**src/rtl/multicycle_ctrl_pkg.sv**
```systemverilog
// Shared definitions for the multicycle control unit: state encodings,
// opcode offsets relative to the first non-ALU opcode N = 2^MODEW,
// conditional-branch flag indices and the decoded opcode classes.
package multicycle_ctrl_pkg;

  typedef enum logic [2:0] {
    ST_IDLE   = 3'd0,
    ST_FETCH  = 3'd1,
    ST_DECODE = 3'd2,
    ST_EXEC   = 3'd3,
    ST_MEM    = 3'd4,
    ST_HALT   = 3'd5,
    ST_FAULT  = 3'd6
  } state_e;

  // Opcode offsets above N (opcodes 0..N-1 are ALU operations)
  localparam int unsigned LDA_OFS  = 0;
  localparam int unsigned LDB_OFS  = 1;
  localparam int unsigned STC_OFS  = 2;
  localparam int unsigned JMP_OFS  = 3;
  localparam int unsigned JZA_OFS  = 4;
  localparam int unsigned JZB_OFS  = 5;
  localparam int unsigned JEQ_OFS  = 6;
  localparam int unsigned JGT_OFS  = 7;
  localparam int unsigned JLT_OFS  = 8;
  localparam int unsigned HALT_OFS = 9;
  localparam int unsigned NOP_OFS  = 10;

  // Flag vector bit positions; a Jcc selects bit (offset - JZA_OFS)
  localparam int unsigned FLAG_ZA   = JZA_OFS - JZA_OFS;
  localparam int unsigned FLAG_ZB   = JZB_OFS - JZA_OFS;
  localparam int unsigned FLAG_EQ   = JEQ_OFS - JZA_OFS;
  localparam int unsigned FLAG_GT   = JGT_OFS - JZA_OFS;
  localparam int unsigned FLAG_LT   = JLT_OFS - JZA_OFS;
  localparam int unsigned FLAG_SELW = 3;

  typedef enum logic [3:0] {
    OP_ALU,
    OP_LDA,
    OP_LDB,
    OP_STC,
    OP_JMP,
    OP_JCC,
    OP_HALT,
    OP_NOP,
    OP_ILL
  } op_kind_e;

endpackage

```
**src/rtl/mem_wait_timer.sv**
```systemverilog
// Counts no-ack data-memory wait cycles and flags the last allowed one.
// Ports:
//   clk, rst        clock, async active-high reset
//   i_clear         zero the counter (start of a memory access)
//   i_enable        count one wait cycle (saturating)
//   o_expired_c     counter sits at TIMEOUT-1; never set when TIMEOUT==0
module mem_wait_timer #(
  parameter int unsigned TIMEOUT = 15
) (
  input  logic clk,
  input  logic rst,
  input  logic i_clear,
  input  logic i_enable,
  output logic o_expired_c
);

  localparam int unsigned CW = (TIMEOUT == 0) ? 1 : $clog2(TIMEOUT + 1);

  logic [CW-1:0] r_cnt;

  // Saturating wait counter; clear has priority over count
  always_ff @(posedge clk or posedge rst) begin
    if (rst) begin
      r_cnt <= '0;
    end else if (i_clear) begin
      r_cnt <= '0;
    end else if (i_enable && (r_cnt != CW'(TIMEOUT))) begin
      r_cnt <= r_cnt + CW'(1);
    end
  end

  assign o_expired_c = (TIMEOUT != 0) && (r_cnt == CW'(TIMEOUT - 1));

endmodule

```
**src/rtl/multicycle_ctrl.sv**
```systemverilog
// Multicycle control unit for the accumulator datapath. Sequences
// FETCH/DECODE/EXEC/MEM, with HALT and illegal-opcode FAULT states that
// hold until reset. Strobes are combinational (Mealy on flags/dm_ack).
// Ports:
//   clk, rst                 clock, async active-high reset
//   en                       run enable, looked at only in FETCH
//   opcode                   instruction opcode from IR
//   za, zb, eq, gt, lt       datapath comparator flags
//   dm_ack                   data memory ready for current access
//   loadA..incPC             register strobes
//   mode                     ALU operation select
//   we_DM, re_DM             data-memory write / read request
//   selA, selB               A/B input mux (1 = data memory)
//   halted, fault            status; state_o exposes the state encoding
module multicycle_ctrl
  import multicycle_ctrl_pkg::*;
#(
  parameter int unsigned OPW     = 5,
  parameter int unsigned MODEW   = 3,
  parameter int unsigned TIMEOUT = 15
) (
  input  logic             clk,
  input  logic             rst,
  input  logic             en,
  input  logic [OPW-1:0]   opcode,
  input  logic             za,
  input  logic             zb,
  input  logic             eq,
  input  logic             gt,
  input  logic             lt,
  input  logic             dm_ack,
  output logic             loadA,
  output logic             loadB,
  output logic             loadC,
  output logic             loadIR,
  output logic             loadPC,
  output logic             incPC,
  output logic [MODEW-1:0] mode,
  output logic             we_DM,
  output logic             re_DM,
  output logic             selA,
  output logic             selB,
  output logic             halted,
  output logic             fault,
  output logic [2:0]       state_o
);

  localparam int unsigned N = 1 << MODEW;

  state_e                 r_state;
  state_e                 w_next;
  logic [OPW-1:0]         r_op_q;
  op_kind_e               w_kind;
  logic [OPW-1:0]         w_rel;
  logic [FLAG_SELW-1:0]   w_flag_idx;
  logic [7:0]             w_flags;
  logic                   w_flag_sel;
  logic                   w_tmr_clr;
  logic                   w_tmr_en;
  logic                   w_tmr_exp;

  // Map an opcode onto its instruction class
  function automatic op_kind_e classify(input logic [OPW-1:0] op);
    logic [OPW-1:0] rel;
    rel = op - OPW'(N);
    if (op < OPW'(N))                                          return OP_ALU;
    if (rel == OPW'(LDA_OFS))                                  return OP_LDA;
    if (rel == OPW'(LDB_OFS))                                  return OP_LDB;
    if (rel == OPW'(STC_OFS))                                  return OP_STC;
    if (rel == OPW'(JMP_OFS))                                  return OP_JMP;
    if ((rel >= OPW'(JZA_OFS)) && (rel <= OPW'(JLT_OFS)))      return OP_JCC;
    if (rel == OPW'(HALT_OFS))                                 return OP_HALT;
    if (rel == OPW'(NOP_OFS))                                  return OP_NOP;
    return OP_ILL;
  endfunction

  assign w_kind     = classify(r_op_q);
  assign w_rel      = r_op_q - OPW'(N);
  assign w_flag_idx = FLAG_SELW'(w_rel - OPW'(JZA_OFS));
  assign w_flags    = {3'b000, lt, gt, eq, zb, za};
  assign w_flag_sel = w_flags[w_flag_idx];
  assign state_o    = r_state;

  mem_wait_timer #(
    .TIMEOUT (TIMEOUT)
  ) u_mem_wait_timer (
    .clk         (clk),
    .rst         (rst),
    .i_clear     (w_tmr_clr),
    .i_enable    (w_tmr_en),
    .o_expired_c (w_tmr_exp)
  );

  // State and latched opcode
  always_ff @(posedge clk or posedge rst) begin
    if (rst) begin
      r_state <= ST_IDLE;
      r_op_q  <= '0;
    end else begin
      r_state <= w_next;
      if (r_state == ST_DECODE) r_op_q <= opcode;
    end
  end

  // Next state and strobes
  always_comb begin
    w_next    = r_state;
    w_tmr_clr = 1'b0;
    w_tmr_en  = 1'b0;
    loadA     = 1'b0;
    loadB     = 1'b0;
    loadC     = 1'b0;
    loadIR    = 1'b0;
    loadPC    = 1'b0;
    incPC     = 1'b0;
    mode      = '0;
    we_DM     = 1'b0;
    re_DM     = 1'b0;
    selA      = 1'b0;
    selB      = 1'b0;
    halted    = 1'b0;
    fault     = 1'b0;
    case (r_state)
      ST_IDLE: w_next = ST_FETCH;
      ST_FETCH: begin
        if (en) begin
          loadIR = 1'b1;
          incPC  = 1'b1;
          w_next = ST_DECODE;
        end
      end
      ST_DECODE: begin
        case (classify(opcode))
          OP_ALU, OP_JMP, OP_JCC, OP_NOP: w_next = ST_EXEC;
          OP_LDA, OP_LDB, OP_STC: begin
            w_next    = ST_MEM;
            w_tmr_clr = 1'b1;
          end
          OP_HALT: w_next = ST_HALT;
          default: w_next = ST_FAULT;
        endcase
      end
      ST_EXEC: begin
        w_next = ST_FETCH;
        case (w_kind)
          OP_ALU: begin
            loadC = 1'b1;
            mode  = r_op_q[MODEW-1:0];
          end
          OP_JMP:  loadPC = 1'b1;
          OP_JCC:  loadPC = w_flag_sel;
          default: ;
        endcase
      end
      ST_MEM: begin
        re_DM = (w_kind == OP_LDA) || (w_kind == OP_LDB);
        selA  = (w_kind == OP_LDA);
        selB  = (w_kind == OP_LDB);
        we_DM = (w_kind == OP_STC);
        if (dm_ack) begin
          // Ack wins over a coincident timeout
          loadA  = (w_kind == OP_LDA);
          loadB  = (w_kind == OP_LDB);
          w_next = ST_FETCH;
        end else begin
          w_tmr_en = 1'b1;
          if (w_tmr_exp) w_next = ST_FAULT;
        end
      end
      ST_HALT: halted = 1'b1;
      ST_FAULT: begin
        halted = 1'b1;
        fault  = 1'b1;
      end
      default: w_next = ST_IDLE;
    endcase
  end

endmodule

```
**config.mk**
```make
export PLATFORM = sky130hd
export DESIGN_NAME = multicycle_ctrl
export DESIGN_NICKNAME = d
export VERILOG_FILES = /design/src/rtl/multicycle_ctrl_pkg.sv /design/src/rtl/mem_wait_timer.sv /design/src/rtl/multicycle_ctrl.sv
export SDC_FILE = /design/constraint.sdc
export NUM_CORES = 1
export LEC_CHECK = 0
export ABC_AREA = 1
export CAP_MARGIN = 20
export CORE_MARGIN = 2
export CORE_UTILIZATION = 45
export DETAILED_ROUTE_END_ITERATION = 6
export PLACE_DENSITY = 0.84
export SLEW_MARGIN = 40
export SYNTH_ARGS = -nofsm -noshare
export SYNTH_HDL_FRONTEND = slang
export SYNTH_SLANG_ARGS = --single-unit
```
**constraint.sdc**
```tcl
create_clock -name clk -period 4.5 [get_ports clk]
set_input_delay 0.9 -clock clk [delete_from_list [all_inputs] [get_ports clk]]
set_output_delay 0.9 -clock clk [all_outputs]
set_load 0.01 [all_outputs]
```
# Word-level counts from Yosys, hierarchy flattened
# Index checks and enable logic that the tools add are counted.
# totals
regBits	12
input_bits	14
out_inout_bits	18
elab_cells	218
# classes
addsub	4
magnitude_cmp	7
eq_ne	32
mux	156
bitwise_logic	1
reduce_logical	15
# op_table
op	n
4-bit two-way mux	47
1-bit two-way mux	100
4-bit by 3-bit == test with 1-bit output (second input constant)	6
5-bit by 2-bit == test with 1-bit output (second input constant)	4
5-bit by 4-bit == test with 1-bit output (second input constant)	4
4-bit by 2-bit == test with 1-bit output (second input constant)	4
3-bit two-way mux	5
3-bit one-hot mux with 5 select lines	1
5-bit by 1-bit == test with 1-bit output (second input constant)	2
5-bit by 3-bit >= comparator with 1-bit output (second input constant)	2
5-bit by 4-bit less-or-equal comparator with 1-bit output (second input constant)	2
5-bit zero test	2
5-bit by 4-bit < comparator with 1-bit output (second input constant)	2
5-bit by 4-bit subtractor with 5-bit output (second input constant)	2
3-bit == test (second input constant)	3
3-bit one-hot mux with 3 select lines	1
4-bit by 1-bit == test with 1-bit output (second input constant)	2
4-bit zero test	2
3-bit by 2-bit == test with 1-bit output (second input constant)	2
4-bit by 1-bit adder with 4-bit output (second input constant)	1
4-bit == test (second input constant)	1
3-bit by 4-bit < comparator with 1-bit output (second input constant)	1
4-bit != test (second input constant)	1
2-bit OR reduction	2
14 further kinds	16

# Depth between registers and ports, before layout
# Gate-level depths: netlist of the first run.
# depth
ltp_word	52
ltp_mapped	13
ltp_nobuf	13

# Modules after synthesis
# A second synthesis of the first run with hierarchy kept.
# unflattened
cells_unflattened	190
hier_area_um2	1193.6
# modules_own_cells
module	instances	cells_each	area_per_inst_um2	seq_area_each_um2
multicycle_ctrl	1	158	948.4	200.2
mem_wait_timer	1	32	245.2	100.1

# Least setup slack after synthesis of the first run
# OpenSTA, ideal clock, no wires.
# synth_timing
path_type	register -> output
start	reg r_op_q[3]
end	out we_DM
t_arrival_ns	1.587
required_ns	3.600
slack_ns	2.013
stages_incl_launch_ff	11
n_path_buf	0
path_cell_list	dfrtp_1 > inv_1 > ha_1 > inv_1 > nor2_2 > nand2_1 > o22ai_2 > nor2_1 > nand2_1 > nand3_1 > nor3_1
# synth_via
elab_chain_cells	24
word_cells_on_any_way	69
classes_between	1 x add/sub; 3 x order compare; 6 x eq/ne; 57 x mux; 2 x reduce/logical
# synth_rtl
item	line_no	source
from (decl)	multicycle_ctrl.sv:52	logic [OPW-1:0] r_op_q;
from (signal assigned)	multicycle_ctrl.sv:101	if (r_state == ST_DECODE) r_op_q <= opcode;
5-bit by 4-bit subtractor with 5-bit output	-	
5-bit zero test	multicycle_ctrl.sv:67	if (rel == OPW'(LDA_OFS)) return OP_LDA;
4-bit two-way mux	multicycle_ctrl.sv:67	
4-bit two-way mux (2 in a row)	multicycle_ctrl.sv:68	if (rel == OPW'(LDB_OFS)) return OP_LDB;
4-bit two-way mux	multicycle_ctrl.sv:67	
4-bit two-way mux (2 in a row)	multicycle_ctrl.sv:69	if (rel == OPW'(STC_OFS)) return OP_STC;
4-bit two-way mux	multicycle_ctrl.sv:68	
4-bit two-way mux	multicycle_ctrl.sv:67	
[6 not listed]	-	
4-bit two-way mux	multicycle_ctrl.sv:72	if (rel == OPW'(HALT_OFS)) return OP_HALT;
4-bit two-way mux	multicycle_ctrl.sv:71	if ((rel >= OPW'(JZA_OFS)) && (rel <= OPW'(JLT_OFS))) return OP_JCC;
4-bit two-way mux	multicycle_ctrl.sv:70	if (rel == OPW'(JMP_OFS)) return OP_JMP;
4-bit two-way mux	multicycle_ctrl.sv:69	
4-bit two-way mux	multicycle_ctrl.sv:68	
4-bit two-way mux *	multicycle_ctrl.sv:67	
4-bit by 2-bit == test with 1-bit output *	multicycle_ctrl.sv:159	we_DM = (w_kind == OP_STC);
1-bit two-way mux *	multicycle_ctrl.sv:123	case (r_state)
to (decl)	multicycle_ctrl.sv:39	output logic we_DM,
# Every way passes the cells marked *; elsewhere a longest branch is shown, timed or not. The select of a mux whose other input is x is not followed.

# Final worst setup path of the first run
# layout_timing
start	reg r_op_q[3]
end	out loadA
# layout_via
elab_chain_cells	25
word_cells_on_any_way	70
classes_between	1 x add/sub; 3 x order compare; 6 x eq/ne; 58 x mux; 2 x reduce/logical
# layout_rtl
item	line_no	source
5-bit by 4-bit subtractor with 5-bit output	-	
5-bit zero test	multicycle_ctrl.sv:67	
4-bit two-way mux	multicycle_ctrl.sv:67	
4-bit two-way mux (2 in a row)	multicycle_ctrl.sv:68	
4-bit two-way mux	multicycle_ctrl.sv:67	
4-bit two-way mux (2 in a row)	multicycle_ctrl.sv:69	
4-bit two-way mux	multicycle_ctrl.sv:68	
4-bit two-way mux	multicycle_ctrl.sv:67	
[7 not listed]	-	
4-bit two-way mux	multicycle_ctrl.sv:71	
4-bit two-way mux	multicycle_ctrl.sv:70	
4-bit two-way mux	multicycle_ctrl.sv:69	
4-bit two-way mux	multicycle_ctrl.sv:68	
4-bit two-way mux *	multicycle_ctrl.sv:67	
4-bit by 1-bit == test with 1-bit output *	multicycle_ctrl.sv:162	loadA = (w_kind == OP_LDA);
1-bit two-way mux *	multicycle_ctrl.sv:160	if (dm_ack) begin
1-bit two-way mux *	multicycle_ctrl.sv:123	
to (decl)	multicycle_ctrl.sv:32	output logic loadA,
# Marked as above.

==> qor.yml, run 1 <==
status: "complete, no violations"
drive_above_1_share_pct: 9.677
drt-initial-drc-count: 29
skew_ps: 1.580
start_kind: "register"
portBuffers: 31
period_share_pct: 75.20
slew_viol_final: 0
hold_buffers: 0
crit_type: "reg -> out"
synth_nets: 205
area_growth_pct: 30.96
path_max_fanout: 3
start_util_pct: 47.47
fin_hold_ws_ps: 587.7
cpMaxStageDelayCell: "clkdlybuf4s50_1"
end_kind: "output port"
tightestPinTransition_ps: 736.8
hold_depth: 2
cts.path.max_buffers: 2
dieWidth_um: 55.13
peakVddDrop_uv: 329.7
p_sw_mw: 0.3772
gp_congestion: 0.8711
cp_cell_sequence: "inv_1 -> ha_1 -> inv_1 -> nor2_2 -> nand2_1 -> o22ai_2 -> nor2_1 -> a21oi_1 -> nand3_1 -> nor2_1 -> clkdlybuf4s50_1"
p_sw_share_pct: 49.50
worstPathRequired_ps: 3600
grt_pass1_vias: 1008
critPathLaunch: "r_op_q[3]$_DFFE_PP0P_"
avgSynthCellArea_um2: 6.357
grt_pass1_wl_um: 4146
dp_hpwl_um: 1986
clkPwrFrac_pct: 11.2
grt_usage_pct: 18.50
min_from: "r_op_q[4]$_DFFE_PP0P_"
rsz0062_at_grt: "no"
cts_tree: "yes"
core_um2: 2477
first_pass_iters: 4
clkSinkCount: 12
finalHoldViolCount: 0
clock_latency_ps: 270
cts-buffers-inserted: 3
ant_nets: 0
synth_cells: 185
via_per_inst: 4.964
r2r_start: "state_o[1]$_DFFE_PP0P_"
grt_max_degree: 15
cap_violations: 0
slew-limit-headroom_pct: 50.61
postCtsSetupBuffers: 0
ioPinCount: 32
synth-seq-cells: 12
cts_root_buffer: "clkbuf_4"
syn_area_um2: 1176
drcViolationCount: 0
post-route-min-period_ps: 3384
final.setup.tns_ps: 0
pwr-share-comb_pct: 60.6
grt_overflow_total: 0
leakagePower_nw: 0.7767
seq_power_share_pct: 28.1
rr_worst_depth: 5
drt-total-wl_um: 2419
die_h_um: 55.13
cts-resized-gates: 0
synth_warnings: 0
hp-class: "reg -> reg"
seq_area_frac_synth_pct: 25.53
slowest_delay_ps: 540
antenna_found_initial: 0
cts_max_level: 1
worstPathArrival_ps: 2480
post_drt_wl_per_cell_um: 9.794
internal-power_mw: 0.3848
power.density_nw_per_um2: 494.7
final_nets: 238
setup_viol: 0
diodes: 0
rows: 18
dieArea_um2: 3039
fmax_ghz: 0.2955
dr_total_vias: 1226
synth_cell_types: 26
clkTransAtPathRegs_ps: 80
-- cell usage after synthesis --
library cell	count	area (µm²)
nand2_1	43	161.4
inv_1	32	120.1
nand3_1	20	100.1
nor2_1	20	75.07
dfrtp_1	12	300.3
o21ai_0	9	45.04
a21oi_1	6	30.03
ha_1	6	75.07
nor3_1	5	25.02
nand4_1	4	25.02
nor2_2	4	25.02
inv_2	3	11.26
xor2_1	3	26.28
buf_4	2	15.01
nand2_2	2	12.51
nor2_4	2	22.52
nor3_2	2	20.02
o31ai_1	2	15.01
a21boi_0	1	7.510
buf_2	1	5.000
clkinv_1	1	3.750
nand2_4	1	11.26
nand4_2	1	12.51
nor4_1	1	6.260
o211ai_2	1	12.51
o22ai_2	1	12.51
-- final cells by class --
cell class / count / area [µm²]
fill: 235 / 937.1
multi-input combinational: 134 / 720.7
timing repair buffer: 31 / 310.3
sequential: 12 / 300.3
inverter: 36 / 135.1
tap: 30 / 37.54
clock buffer: 4 / 36.28
-- metrics by stage --
step           total power [mW]  instance area (µm²)  utilization (%)  std cells  worst slack, ps
5_1_grt                  0.8499                 1540            62.17        247            887.1
6_report                 0.7620                 1540            62.17        247             1116
3_3_place_gp             0.6692                 1504            60.71        243             1223
4_1_cts                  0.7628                 1540            62.17        247             1110
2_1_floorplan            0.5463                 1176                -        185             2013
3_5_place_dp             0.6765                 1504            60.71        243             1208
-- cells in the final DEF (no fill, tap or decap) --
cell | Yosys | layout
clkbuf_4 | 0 | 3
clkbuf_8 | 0 | 1
inv_1 | 32 | 32
o31ai_1 | 2 | 2
a21oi_1 | 6 | 6
nor2_2 | 4 | 4
a21boi_0 | 1 | 1
nand2_1 | 43 | 43
nor3_1 | 5 | 5
o21ai_0 | 9 | 9
clkinv_1 | 1 | 1
dfrtp_1 | 12 | 12
nor2_1 | 20 | 20
o22ai_2 | 1 | 1
nor4_1 | 1 | 1
nand4_1 | 4 | 4
nand4_2 | 1 | 1
clkdlybuf4s50_1 | 0 | 31
nor3_2 | 2 | 2
xor2_1 | 3 | 3
o211ai_2 | 1 | 1
nor2_4 | 2 | 2
ha_1 | 6 | 6
nand3_1 | 20 | 20
inv_2 | 3 | 3
nand2_4 | 1 | 1
nand2_2 | 2 | 2
-- cell families (layout without fill, tap and decap cells) --
| group | after synthesis | after routing | share of synthesized area [%] |
|---|---|---|---|
| flops | 12 | 12 | 25.53 |
| simple gates | 105 | 105 | 42.23 |
| buf+inv | 39 | 71 | 13.19 |
| fa+ha+maj | 6 | 6 | 6.383 |
| compound gates | 20 | 20 | 10.42 |
| xor+xnor | 3 | 3 | 2.234 |
-- sequential cells by signal, indices dropped and copies added, names as in the netlist --
| register | count |
|---|---|
| r_op_q | 5 |
| u_mem_wait_timer.r_cnt | 4 |
| state_o | 3 |
-- worst max-delay path: cells and delay by family, from the launching register on --
kind                       cells  cell delay (ps)
buffers and inverters          3              730
and+or+nand+nor                5              530
DFF                            1              370
adders and majority gates      1              350
AOI/OAI and AO/OA              2              230
-- per-layer routing --
layer	share of wire, %	track usage [%]	wire (µm)	vias up
li1	-	-	-	649
met1	49	24.71	1184	538
met2	45	30.75	1094	37
met3	4.8	2.151	116	2
met4	0.99	6.504	24	0
met5	0	0	0	-
-- power by group through the flow --
| stage | Clock, mW | Combinational (mW) | Sequential (mW) |
|---|---|---|---|
| 4_1_cts | 0.0860 | 0.463 | 0.214 |
| 5_1_grt | 0.0917 | 0.536 | 0.223 |
| 3_3_place_gp | 0 | 0.454 | 0.215 |
| 2_1_floorplan | 0 | 0.342 | 0.205 |
| 3_5_place_dp | 0 | 0.461 | 0.216 |
| 6_report | 0.0856 | 0.462 | 0.214 |
-- final timing paths --
check | slack, ps | end
worst max-delay path | 1120 | loadA
worst min-delay path | 590 | r_op_q[4]$_DFFE_PP0P_
worst max register to register | 2860 | u_mem_wait_timer.r_cnt[2]$_DFFE_PP0P_
worst min register to register | 590 | r_op_q[4]$_DFFE_PP0P_
max in group asynchronous | 3270 | state_o[0]$_DFFE_PP0P_
min in group asynchronous | 930 | r_op_q[4]$_DFFE_PP0P_
Note: power is estimated with default switching activity, not from simulation.
==> inputs of run 2 (changes only) <==
Clock period 4.5 ns to 3.2 ns, I/O delays scaled along.
==> qor.yml, run 2 (same netlist as run 1, synthesis figures left out) <==
status: "complete, no violations"
crit_type: "reg -> out"
cp_common_cell: "nand2_1"
grt_pass1_vias: 1071  # +6.3%
via_per_inst: 4.992  # +0.57%
start_util_pct: 47.47  # unchanged
post-route-min-period_ps: 3029
worstPathArrival_ps: 2390  # -90 ps
grt_max_degree: 15  # unchanged
fmax_ghz: 0.3302
worstPathRequired_ps: 2560  # -1040 ps
peakVddDrop_uv: 394.7  # +20%
drcViolationCount: 0  # unchanged
start_kind: "register"
pre_cts_ws_ps: 387.0  # -821.3 ps
clkSinkCount: 12  # unchanged
nFillCells: 232  # -1.3%
first_pass_iters: 4  # unchanged
ant_nets: 0  # unchanged
setup_ws_ps: 171.1  # -945.0 ps
drive_above_1_share_pct: 11.01  # +1.3 points
rows: 18  # unchanged
cp_cell_sequence: "inv_2 -> ha_1 -> inv_1 -> nor3_2 -> nand2_1 -> nand4_1 -> nand2_2 -> nor2_2 -> nand2_1 -> nand2_1 -> clkdlybuf4s50_1"
end_kind: "output port"
clkTransAtPathRegs_ps: 70  # about the same
cts_tree: "yes"
dr_total_vias: 1238  # +0.98%
slew-limit-headroom_pct: 53.06  # +2.4 points
cts-buffers-inserted: 3  # unchanged
leakagePower_nw: 0.8379  # +7.9%
path_max_fanout: 4  # +1
cts.path.max_buffers: 2  # unchanged
multiInputGateArea_um2: 723.2  # +0.35%
mostFrequentLayoutCells: "43 x nand2_1, 31 x inv_1, 28 x clkdlybuf4s50_1"
portBuffers: 31  # unchanged
critPathBufInv: 3  # unchanged
antenna_found_initial: 0  # unchanged
hp-class: "reg -> reg"
core_um2: 2477  # unchanged
ioPinCount: 32  # unchanged
diodes: 0  # unchanged
post_drt_wl_per_cell_um: 10.29  # +5.0%
dieWidth_um: 55.13  # unchanged
largest_register_ffs: 5  # unchanged
grt_pass1_wl_um: 4229  # +2.0%
period_share_pct: 94.65
fin_hold_ws_ps: 565.3  # -22.38 ps
r2r_setup_slack_ps: 1610  # -1250 ps
cts_root_buffer: "clkbuf_4"
area_growth_pct: 32.45
regMostFlops: "r_op_q"
drt-total-wl_um: 2551  # +5.5%
cts_max_level: 1  # unchanged
finalHoldViolCount: 0  # unchanged
regArea_um2: 300.3  # unchanged
post_layout_nonfiller_instances: 248  # +0.40%
slowest_delay_ps: 520  # -20 ps
tightestPinTransition_ps: 700.3  # -36.46 ps
gp_congestion: 0.8824  # +1.3%
slew_viol_final: 0  # unchanged
path_delay_family: "simple AND/OR/NAND/NOR gates"
mostFrequentLayoutCell: "nand2_1"
setup_viol: 0  # unchanged
cpMaxStageDelayCell: "clkdlybuf4s50_1"
final.setup.tns_ps: 0  # unchanged
grt_overflow_total: 0  # unchanged
skew_ps: 7.338  # +5.758 ps
power.density_nw_per_um2: 699.0  # +41%
clock_latency_ps: 270  # about the same
dp_hpwl_um: 2101  # +5.8%
dieArea_um2: 3039  # unchanged
final_util_pct: 62.88  # +0.71 points
grt_usage_pct: 18.28  # -0.22 points
die_h_um: 55.13  # unchanged
drt-initial-drc-count: 23  # -21%
cap_violations: 0  # unchanged
numPlacedInstances: 243  # unchanged
final_nets: 239  # +0.42%
## run 2: per-layer routing
layer | up-vias | GRT usage, % | wire length (µm)
met4 | 0 | 4.472 | 28
met1 | 540 | 22.43 | 1136
met2 | 42 | 33.33 | 1231
met3 | 5 | 2.688 | 154
met5 | - | 0 | 0
li1 | 651 | - | -
## run 2: worst reg2reg max path, delay by kind of cell, from the launching register on
family / cells / cell delay [ps]
buffers and inverters: 2 / 240
DFF: 1 / 460
and+or+nand+nor: 3 / 780
## run 2: final timing paths
path,start,endpoint,cells after the start
hold / removal,r_op_q[4]$_DFFE_PP0P_,r_op_q[4]$_DFFE_PP0P_,2
setup / recovery,r_op_q[3]$_DFFE_PP0P_,re_DM,11
max in group asynchronous,rst,r_op_q[3]$_DFFE_PP0P_,2
min in group asynchronous,rst,state_o[0]$_DFFE_PP0P_,2
hold reg to reg,r_op_q[4]$_DFFE_PP0P_,r_op_q[4]$_DFFE_PP0P_,2
setup reg to reg,state_o[1]$_DFFE_PP0P_,u_mem_wait_timer.r_cnt[3]$_DFFE_PP0P_,5
## run 2: metrics by stage
| stage | instance area, µm² | power, mW |
|---|---|---|
| 6_report | 1558 | 1.089 |
| 2_1_floorplan | 1176 | 0.7682 |
| 3_5_place_dp | 1504 | 0.9535 |
| 5_1_grt | 1558 | 1.204 |
| 3_3_place_gp | 1504 | 0.9386 |
| 4_1_cts | 1540 | 1.076 |
## run 2: layout make-up
class	count	area share, %
Timing Repair Buffer	32	20.88
Clock buffer	4	2.329
Sequential cell	12	19.28
Inverter	36	8.675
Multi-Input combinational cell	134	46.43
Tap cell	30	2.410
## run 2: timing repair
| item | in CTS | in global routing |
|---|---|---|
| resized for setup | 0 | 5 |
| buffers inserted | 0 | 1 |
| hold endpoints to repair | 0 | 0 |
| hold buffers | 0 | 0 |
| setup endpoints to repair | 0 | 7 |
## run 2: report_power, final
| group | internal [mW] | switching (mW) | total [mW] |
|---|---|---|---|
| combinational | 0.267 | 0.398 | 0.665 |
| sequential | 0.214 | 0.0914 | 0.305 |
| clock | 0.0691 | 0.0499 | 0.119 |
